**src/rtl/bus_sequencer.sv**
```systemverilog
// -----------------------------------------------------------------------------
// bus_sequencer
//   Moore control sequencer for an 8-register, single-bus datapath. It accepts
//   one instruction over a valid/ready handshake. It then steps the datapath
//   through IDLE -> T1 [-> T2 -> T3] -> IDLE, driving bus buffers, register
//   loads, A/G loads, the G output and a one-hot ALU op.
//
// Ports
//   clk          rising-edge clock
//   rst          asynchronous reset, active low
//   instr_valid  instruction word present on instr
//   instr_ready  accept possible (IDLE, out of reset)
//   instr        [9:6] opcode, [5:3] rx, [2:0] ry
//   data_in      LOAD immediate, sampled on accept
//   d            latched immediate for the data tri-state buffer
//   data_out     data buffer onto bus
//   bus_buf_en   register->bus enables, bit7=R0 .. bit0=R7
//   reg_en       register load enables, bit7=R0 .. bit0=R7
//   a_in/g_in    load A from bus / load G from ALU
//   g_out        G onto bus
//   math_en      one-hot ALU op: b0 ADD, b1 SUB, b2 XOR, b3 AND, b4 OR
//   busy         not IDLE
//   done         one-cycle pulse in the last step of each instruction
//   illegal      sticky, an opcode 8..15 was accepted
//   instr_count  completed instructions, wraps
// -----------------------------------------------------------------------------
module bus_sequencer #(
   parameter int WIDTH = 16,
   parameter int CNT_W = 16
) (
   input  logic             clk,
   input  logic             rst,
   input  logic             instr_valid,
   output logic             instr_ready,
   input  logic [9:0]       instr,
   input  logic [WIDTH-1:0] data_in,
   output logic [WIDTH-1:0] d,
   output logic             data_out,
   output logic [7:0]       bus_buf_en,
   output logic [7:0]       reg_en,
   output logic             a_in,
   output logic             g_in,
   output logic             g_out,
   output logic [6:0]       math_en,
   output logic             busy,
   output logic             done,
   output logic             illegal,
   output logic [CNT_W-1:0] instr_count
);

   typedef enum logic [1:0] {IDLE, T1, T2, T3} state_t;

   state_t           state_q, state_d;
   logic [3:0]       op_q;
   logic [2:0]       rx_q, ry_q;
   logic [WIDTH-1:0] d_q;
   logic             accept;

   // Register index to enable bit; R0 sits in the MSB.
   function automatic logic [7:0] reg_sel(input logic [2:0] r);
      return 8'h80 >> r;
   endfunction

   assign accept      = (state_q == IDLE) && instr_valid;
   // Held low while rst is asserted so nothing looks acceptable in reset.
   assign instr_ready = (state_q == IDLE) && rst;
   assign busy        = (state_q != IDLE);
   assign d           = d_q;

   always_ff @(posedge clk or negedge rst) begin
      if (!rst) begin
         state_q     <= IDLE;
         op_q        <= '0;
         rx_q        <= '0;
         ry_q        <= '0;
         d_q         <= '0;
         illegal     <= 1'b0;
         instr_count <= '0;
      end else begin
         state_q <= state_d;
         if (accept) begin
            op_q <= instr[9:6];
            rx_q <= instr[5:3];
            ry_q <= instr[2:0];
            d_q  <= data_in;
            if (instr[9]) illegal <= 1'b1;
         end
         if (done) instr_count <= instr_count + CNT_W'(1);
      end
   end

   // Outputs depend only on state and latched fields (Moore).
   always_comb begin
      state_d    = state_q;
      data_out   = 1'b0;
      bus_buf_en = '0;
      reg_en     = '0;
      a_in       = 1'b0;
      g_in       = 1'b0;
      g_out      = 1'b0;
      math_en    = '0;
      done       = 1'b0;
      case (state_q)
         IDLE: if (instr_valid) state_d = T1;
         T1: begin
            case (op_q)
               4'd0: begin                          // LOAD
                  data_out = 1'b1;
                  reg_en   = reg_sel(rx_q);
                  done     = 1'b1;
                  state_d  = IDLE;
               end
               4'd1: begin                          // MOV
                  bus_buf_en = reg_sel(ry_q);
                  reg_en     = reg_sel(rx_q);
                  done       = 1'b1;
                  state_d    = IDLE;
               end
               4'd2, 4'd3, 4'd4, 4'd5, 4'd6: begin  // ALU: rx -> A
                  bus_buf_en = reg_sel(rx_q);
                  a_in       = 1'b1;
                  state_d    = T2;
               end
               default: begin                       // NOP and illegal opcodes
                  done    = 1'b1;
                  state_d = IDLE;
               end
            endcase
         end
         T2: begin                                  // ry on bus, ALU -> G
            bus_buf_en = reg_sel(ry_q);
            math_en    = 7'b1 << (op_q - 4'd2);
            g_in       = 1'b1;
            state_d    = T3;
         end
         T3: begin                                  // G -> rx
            g_out   = 1'b1;
            reg_en  = reg_sel(rx_q);
            done    = 1'b1;
            state_d = IDLE;
         end
         default: state_d = IDLE;
      endcase
   end

endmodule

```
**config.mk**
```make
export PLATFORM = sky130hd
export DESIGN_NAME = bus_sequencer
export DESIGN_NICKNAME = d
export VERILOG_FILES = /design/src/rtl/bus_sequencer.sv
export SDC_FILE = /design/constraint.sdc
export NUM_CORES = 1
export LEC_CHECK = 0
export ABC_AREA = 0
export BUFFER_PORTS_ARGS = -buffer_cell sky130_fd_sc_hd__buf_2
export CAP_MARGIN = 40
export CORE_MARGIN = 5
export CORE_UTILIZATION = 25
export CTS_CLUSTER_SIZE = 30
export DETAILED_ROUTE_END_ITERATION = 6
export HOLD_SLACK_MARGIN = 0.02
export PLACE_DENSITY = 0.55
export SYNTH_ARGS = -nofsm -noshare
export SYNTH_HDL_FRONTEND = slang
export SYNTH_SLANG_ARGS = --single-unit
```
**constraint.sdc**
```tcl
create_clock -name clk -period 2.6 [get_ports clk]
set_clock_uncertainty 0.15 [all_clocks]
set_input_delay 0.78 -clock clk [delete_from_list [all_inputs] [get_ports clk]]
set_output_delay 0.78 -clock clk [all_outputs]
set_load 0.01 [all_outputs]
```
# == Word level (Yosys, flattened, before mapping) ==
# Index checks and enable logic that the tools add are counted.
# classes
muxes,16
magnitude_cmp,0
reduce_logical,8
bitwise_logic,0
mul,0
addsub,2
div,0
eq_ne,10
shift,3
# ops
op,n
$pmux 8 s2,3
$add 16x1->16 const B,1
$shr 8x3->8 const A,2
$eq 4x3->1 const B,3
$eq 4x2->1 const B,2
$mux 8,1
$pmux 2 s4,1
$mux 1,7
$mux 7,1
$shl 1x4->7 const A,1
$reduce_or 5->1,1
$eq 2x2->1 const B,2
$eq 4x1->1 const B,1
$logic_not 4->1,1
$mux 2,2
$sub 4x2->4 const B,1
$eq 2x1->1 const B,1
$logic_and 1x1->1,2
$logic_not 2->1,1
$ne 2x2->1 const B,1
$pmux 1 s2,1
$reduce_and 2->1,1
$reduce_bool 2->1,1
$reduce_or 2->1,1
# word_totals
elab_cells,46
out_inout_bits,63
register_bits,45
latchBits,0
n_memories,0
mem_bits_rw,0
input_bits,29
mem_bits_ro,0

# == Depth between registers and ports, before layout ==
# Gate-level depths: netlist of the first run.
# logic_depth
depth_word,4
depth_mapped,7
mapped_depth_nobuf,6

# == Least setup slack after synthesis of the first run ==
# OpenSTA, ideal clock, no wires.
# synth_timing
kind,register -> output
from,register (tool-made name)
to,output port bus_buf_en[3]
path_buffers,0
setup_slack_ns,0.040
stages_incl_launch_ff,7
arrival_time_ns,1.630
path_cell_list,dfrtp_1 -> inv_1 -> ha_1 -> nor4b_4 -> a21oi_1 -> or2_4 -> o32ai_1
# synth_lines
item,line_no,source
to (decl),39,"output logic [7:0] bus_buf_en,"

==> results.py, run 1 <==
metrics = {
    "clocking": {
        "cts_tree": "done",
        "clockRootBuffer": "clkbuf_8",
        "clk_pin_slew_worst_paths_ns": 0.09,
        "clock_latency_ns": 0.30,
        "cts_hold_buf": 0,
        "clkSinkCount": 45,
        "cts_buffer_depth": 2,
        "cts_max_level": 2,
        "numCtsBuffers": 5,
    },
    "placement": {
        "place_area_um2": 2870,
        "dp_slack_ns": 0.0201,
        "gp_congestion": 0.781,
        "dp_hpwl_mm": 4.36,
        "io_buffers": 91,
    },
    "sta": {
        "rsz0062_at_grt": "yes",
        "max-slew-margin-rel_pct": 60.6,
        "period_minus_slack_ns": 2.80,
        "fmax_mhz": 357,
        "layout_setup_ws_ns": -0.197,
        "tightestPinTransition_ns": 0.591,
        "maxSlewViolCount": 0,
        "hold_viol_final": 0,
        "fin_hold_ws_ns": 0.325,
        "fin_crit_sh_pct": 108,
        "finalSetupViolations": 14,
    },
    "finish": {
        "areaGrowthSynthToFinish_pct": 45.5,
        "mostFrequentLayoutCell": "buf_2",
        "fin_area_um2": 3250,
        "fin_nets": 334,
        "final_core_util_pct": 37.2,
        "mostFrequentLayoutCells": "90 x buf_2, 43 x dfrtp_1, 27 x mux2_2",
        "antenna-diode-count": 0,
        "fill_cells": 865,
        "drive_gt1_share_pct": 59.9,
    },
    "synth": {
        "synth-edff-count": 0,
        "async_reset_ff_share_pct": 100,
        "synth_ff_type": "dfrtp_1",
        "ys_ff_latch": 45,
        "netlist-cell-type-count": 36,
        "synth_seq_area_share_pct": 50.5,
        "ys_warn_count": 0,
        "syn_area_per_cell_um2": 11.7,
        "synth_area_um2": 2230,
        "netlist_instances": 190,
        "synth_nets": 226,
    },
    "worst_hold_path": {
        "hold_path_depth": 1,
        "min_from": "illegal",
        "whs_endpoint": "illegal",
        "hold_path_class": "reg -> reg",
    },
    "global_route": {
        "grt-ovfl-total": 0,
        "grt_util_all_layers_pct": 10.9,
        "grt_antenna_before_repair": 0,
        "grt_pass1_wl_mm": 9.82,
        "grt_pass1_vias": 1896,
        "grt_max_degree": 46,
    },
    "critical_path": {
        "crit_arrival_ns": 1.87,
        "worstPathMaxFanout": 4,
        "cpMaxStageDelayCell": "dfrtp_1",
        "critPathBufInv": 2,
        "critPathLaunchType": "register",
        "crit_type": "reg -> out",
        "cpPeakStageDelay_ns": 0.39,
        "worstReg2RegStart": "op_q[1]",
        "worstRegToRegCells": 6,
        "cp.required_ns": 1.67,
        "rrSetupSlack_ns": 0.59,
        "path_delay_family": "simple AND/OR/NAND/NOR gates",
        "r2r_end": "instr_count[1]",
        "cp.depth": 7,
        "end_kind": "primary output",
        "cp_cell_sequence": "inv_2, ha_4, nor4b_4, a21oi_2, or2_4, o32ai_2, buf_2",
    },
    "route": {
        "drt_iter0_drc": 42,
        "first_pass_iters": 4,
        "via_count": 1834,
        "drc": 0,
        "routed_wl_mm": 5.89,
        "ant_nets": 0,
        "vias_per_cell": 4.51,
        "post_drt_wl_per_cell_um": 14.5,
    },
    "power_and_ir_drop": {
        "cellPowerDensity_nw_per_um2": 1190,
        "power_uw": 3870,
        "power.leakage_uw": 0.00151,
        "vdd_drop_max_mv": 0.370,
    },
    "floorplan": {
        "num_io_pins": 92,
        "rows": 34,
        "core_um2": 8720,
        "die_area_um2": 10900,
        "die_x_um": 104,
        "die_h_um": 104,
        "start_util_pct": 25.6,
    },
    "run_status": {
        "status": "complete, but fails checks",
        "failed_checks": "negative setup slack",
    },
    "flow_run": {
        "drv_cap": 0,
    },
}
synthesized netlist by cell type, types with 2 or more instances:
| cell type | number | area (um^2) |
|---|---|---|
| inv_1 | 6 | 22.5 |
| nor2b_1 | 2 | 12.5 |
| nand2b_1 | 5 | 31.3 |
| nor3_1 | 4 | 20.0 |
| dfrtp_1 | 45 | 1130 |
| nand3_2 | 5 | 50.1 |
| ha_1 | 7 | 87.6 |
| a21oi_1 | 2 | 10.0 |
| xnor2_1 | 15 | 131 |
| o21ai_0 | 2 | 10.0 |
| mux2_2 | 27 | 304 |
| and3_1 | 2 | 12.5 |
| nand3_1 | 7 | 35.0 |
| buf_2 | 2 | 10.0 |
| o32ai_1 | 6 | 52.6 |
| nand2_1 | 10 | 37.5 |
| o22ai_1 | 2 | 12.5 |
| nor2_1 | 17 | 63.8 |
| nand4_1 | 7 | 43.8 |
power by group:
part / switching (uW) / internal (uW) / total, uW
Combinational: 1010 / 985 / 1990
Clock: 243 / 382 / 625
Sequential: 270 / 977 / 1250
stage by stage:
stage | TNS (ns) | instances
2_1_floorplan | 0 | 190
3_3_place_gp | 0 | 393
3_5_place_dp | 0 | 393
4_1_cts | -1.48 | 406
5_1_grt | -3.73 | 407
6_report | -1.61 | 407
repair_timing:
item | in CTS | in global routing
endpoints found under the setup margin | 23 | 26
gates resized for setup | 29 | 9
buffers inserted | 5 | 1
pin swaps | 16 | 5
area by class of cell:
| type | instances | area [um^2] | area share (%) |
|---|---|---|---|
| multi-input cells | 134 | 1230 | 38.0 |
| clock inverters | 3 | 65.1 | 2.00 |
| repair buffers | 106 | 591 | 18.2 |
| flip-flops and latches | 45 | 1130 | 34.8 |
| inverters | 6 | 22.5 | 0.694 |
| well taps | 108 | 135 | 4.16 |
| clock buffers | 5 | 68.8 | 2.12 |
registers in the layout, summed over array words and instances, names as in the netlist, named ones only:
| name | count |
|---|---|
| illegal | 1 |
| op_q | 4 |
| d | 16 |
| instr_count | 16 |
| ry_q | 3 |
| rx_q | 3 |
| state_q | 1 |
kinds of logic after synthesis:
logic type                 Yosys count  share of synthesized area [%]
AOI/OAI and AO/OA                   15                           5.50
xor gates and xnor gates            16                           6.28
adders and majority gates            7                           3.93
buffers and inverters               11                           2.36
DFF                                 45                           50.5
muxes                               27                           13.6
and+or+nand+nor                     69                           17.8
worst max path at each step:
stage,start,to,slack (ns)
6_report,register,bus_buf_en[3],-0.20
3_5_place_dp,register,bus_buf_en[4],0.02
4_1_cts,register,bus_buf_en[3],-0.20
5_1_grt,register,bus_buf_en[3],-0.30
3_3_place_gp,register,bus_buf_en[5],0.06
2_1_floorplan,register,bus_buf_en[3],0.04
layer usage:
layer | GRT usage, % | up-vias | share of wire [%]
met1 | 13.9 | 884 | 46
met3 | 3.85 | 5 | 6.8
li1 | - | 891 | -
met4 | 2.78 | 0 | 1.0
met5 | 0 | - | 0
met2 | 17.7 | 54 | 46
No activity file was read; power rests on OpenSTA's default activity.
==> inputs of run 2 (changes only) <==
CORE_ASPECT_RATIO = 1.5   (was not set)
==> run 2 against run 1 <==
Effect of this change:
- the flow still finishes with violations (negative setup slack)
- global-route usage grew 0.30 points
- setup slack lost 0.0053 ns
- non-clock buffer count shrank 2
- combinational power shrank 5%
- register-to-register slack gained 0.09 ns
- sequential power is essentially flat
- via count grew 1.2%
- core utilization shrank 0.86 points
- critical path type unchanged
- hold slack lost 0.016 ns
- sequential cell count is the same
- count of clock-buffer cells in the layout grew 1
- critical path depth shrank 1
==> results.py, run 2 (synthesis results as in run 1) <==
metrics = {
    "route": {
        "drc": 0,
        "routed_wl_mm": 5.88,
        "post_drt_wl_per_cell_um": 14.5,
        "ant_nets": 0,
        "first_pass_iters": 4,
        "vias_per_cell": 4.56,
        "drt_iter0_drc": 28,
        "via_count": 1856,
    },
    "floorplan": {
        "die_x_um": 87.1,
        "rows": 42,
        "start_util_pct": 25.4,
        "num_io_pins": 92,
        "die_area_um2": 11000,
        "die_h_um": 126,
        "core_um2": 8780,
    },
    "clocking": {
        "clkSinkCount": 45,
        "cts_buffer_depth": 2,
        "clock_latency_ns": 0.28,
        "numCtsBuffers": 5,
        "cts_tree": "done",
        "cts_max_level": 2,
        "clockRootBuffer": "clkbuf_16",
        "clk_pin_slew_worst_paths_ns": 0.06,
    },
    "placement": {
        "dp_hpwl_mm": 4.48,
        "io_buffers": 91,
        "gp_congestion": 0.831,
        "place_area_um2": 2890,
        "place_inst": 397,
        "dp_slack_ns": -0.0508,
    },
    "global_route": {
        "grt_antenna_before_repair": 0,
        "grt_max_degree": 46,
        "grt-ovfl-total": 0,
        "grt_pass1_wl_mm": 9.76,
        "grt_util_all_layers_pct": 11.3,
        "grt_pass1_vias": 1957,
    },
    "sta": {
        "layout_setup_ws_ns": -0.203,
        "hold_viol_final": 0,
        "fin_crit_sh_pct": 108,
        "max-slew-margin-rel_pct": 60.7,
        "period_minus_slack_ns": 2.80,
        "tightestPinTransition_ns": 0.589,
        "rsz0062_at_grt": "yes",
        "maxSlewViolCount": 0,
        "fmax_mhz": 357,
        "finalSetupViolations": 15,
    },
    "finish": {
        "mostFrequentLayoutCells": "91 x buf_2, 45 x dfrtp_1, 27 x mux2_2",
        "antenna-diode-count": 0,
        "drive_gt1_share_pct": 57.9,
        "fill_cells": 889,
        "fin_nets": 332,
        "areaGrowthSynthToFinish_pct": 43.0,
        "final_core_util_pct": 36.4,
        "mostFrequentLayoutCell": "buf_2",
        "fin_area_um2": 3190,
        "finish.cell_count_without_fillers": 407,
    },
    "worst_hold_path": {
        "min_from": "illegal",
        "hold_path_class": "reg -> reg",
    },
    "flow_run": {
        "drv_cap": 0,
    },
    "critical_path": {
        "crit_arrival_ns": 1.87,
        "cp.required_ns": 1.67,
        "end_kind": "primary output",
        "crit_type": "reg -> out",
        "worstReg2RegStart": "state_q[0]",
        "critPathLaunchType": "register",
        "worstPathMaxFanout": 5,
        "cp-startpoint": "state_q[0]",
    },
    "power_and_ir_drop": {
        "clockPowerShare_pct": 16.3,
        "p_seq_share_pct": 32.7,
        "comb_power_share_pct": 51.0,
        "vdd_drop_max_mv": 0.468,
        "cellPowerDensity_nw_per_um2": 1160,
        "p_int_uw": 2240,
        "power.leakage_uw": 0.00149,
        "switchingPower_uw": 1470,
        "swShare_pct": 39.7,
    },
    "run_status": {
        "failed_checks": "negative setup slack",
        "status": "complete, but fails checks",
    },
}
run 2: final cells by class:
cell class              count  area (um^2)  share of cell area (%)
repair buffers            104          566                    17.7
clock buffers               6          129                    4.04
inverters                   6         22.5                   0.706
well taps                 110          138                    4.31
multi-input cells         134         1200                    37.6
flip-flops and latches     45         1130                    35.3
clock inverters             2         10.0                   0.314
run 2: final timing paths:
check / slack, ns / endpoint / depth (start not counted)
min in group asynchronous: 0.45 / instr_count[0] / 2
max in group asynchronous: 1.44 / ry_q[2] / 2
setup / recovery: -0.20 / bus_buf_en[6] / 6
hold reg to reg: 0.31 / illegal / 1
setup reg to reg: 0.68 / instr_count[1] / 6
hold / removal: 0.31 / illegal / 1
run 2: worst max-delay path: stages (launching register included):
cell      delay, ns
dfrtp_1        0.42
inv_1          0.20
ha_1           0.24
a21oi_2        0.05
nand2b_1       0.22
o32ai_1        0.28
buf_2          0.18
run 2: stage by stage:
stage	hold WS [ns]	TNS [ns]	power [uW]
2_1_floorplan	0.334	0	2270
3_3_place_gp	0.299	0	2860
3_5_place_dp	0.299	-0.0596	2900
4_1_cts	0.313	-1.61	3680
5_1_grt	0.318	-3.38	4020
6_report	0.309	-1.56	3710
run 2: power groups by stage:
stage	Combinational, uW	Sequential, uW	Clock, uW
after floorplan	1000	1270	0
after global placement	1670	1190	0
after detailed placement	1690	1210	0
after CTS	1830	1220	636
after global routing	2090	1260	666
final	1890	1220	606
run 2: layer usage:
metal	global-route usage (%)	vias up	routed length, um
met3	2.42	13	332
met1	12.1	907	2160
met2	20.5	54	3230
li1	-	882	-
met5	0	-	0
met4	4.97	0	161
run 2: what timing repair did:
| action | CTS | global route |
|---|---|---|
| resized for setup | 20 | 11 |
| setup endpoints to repair | 22 | 26 |
| hold buffers | 0 | 0 |
| setup buffers | 9 | 1 |
| pin swaps | 12 | 5 |
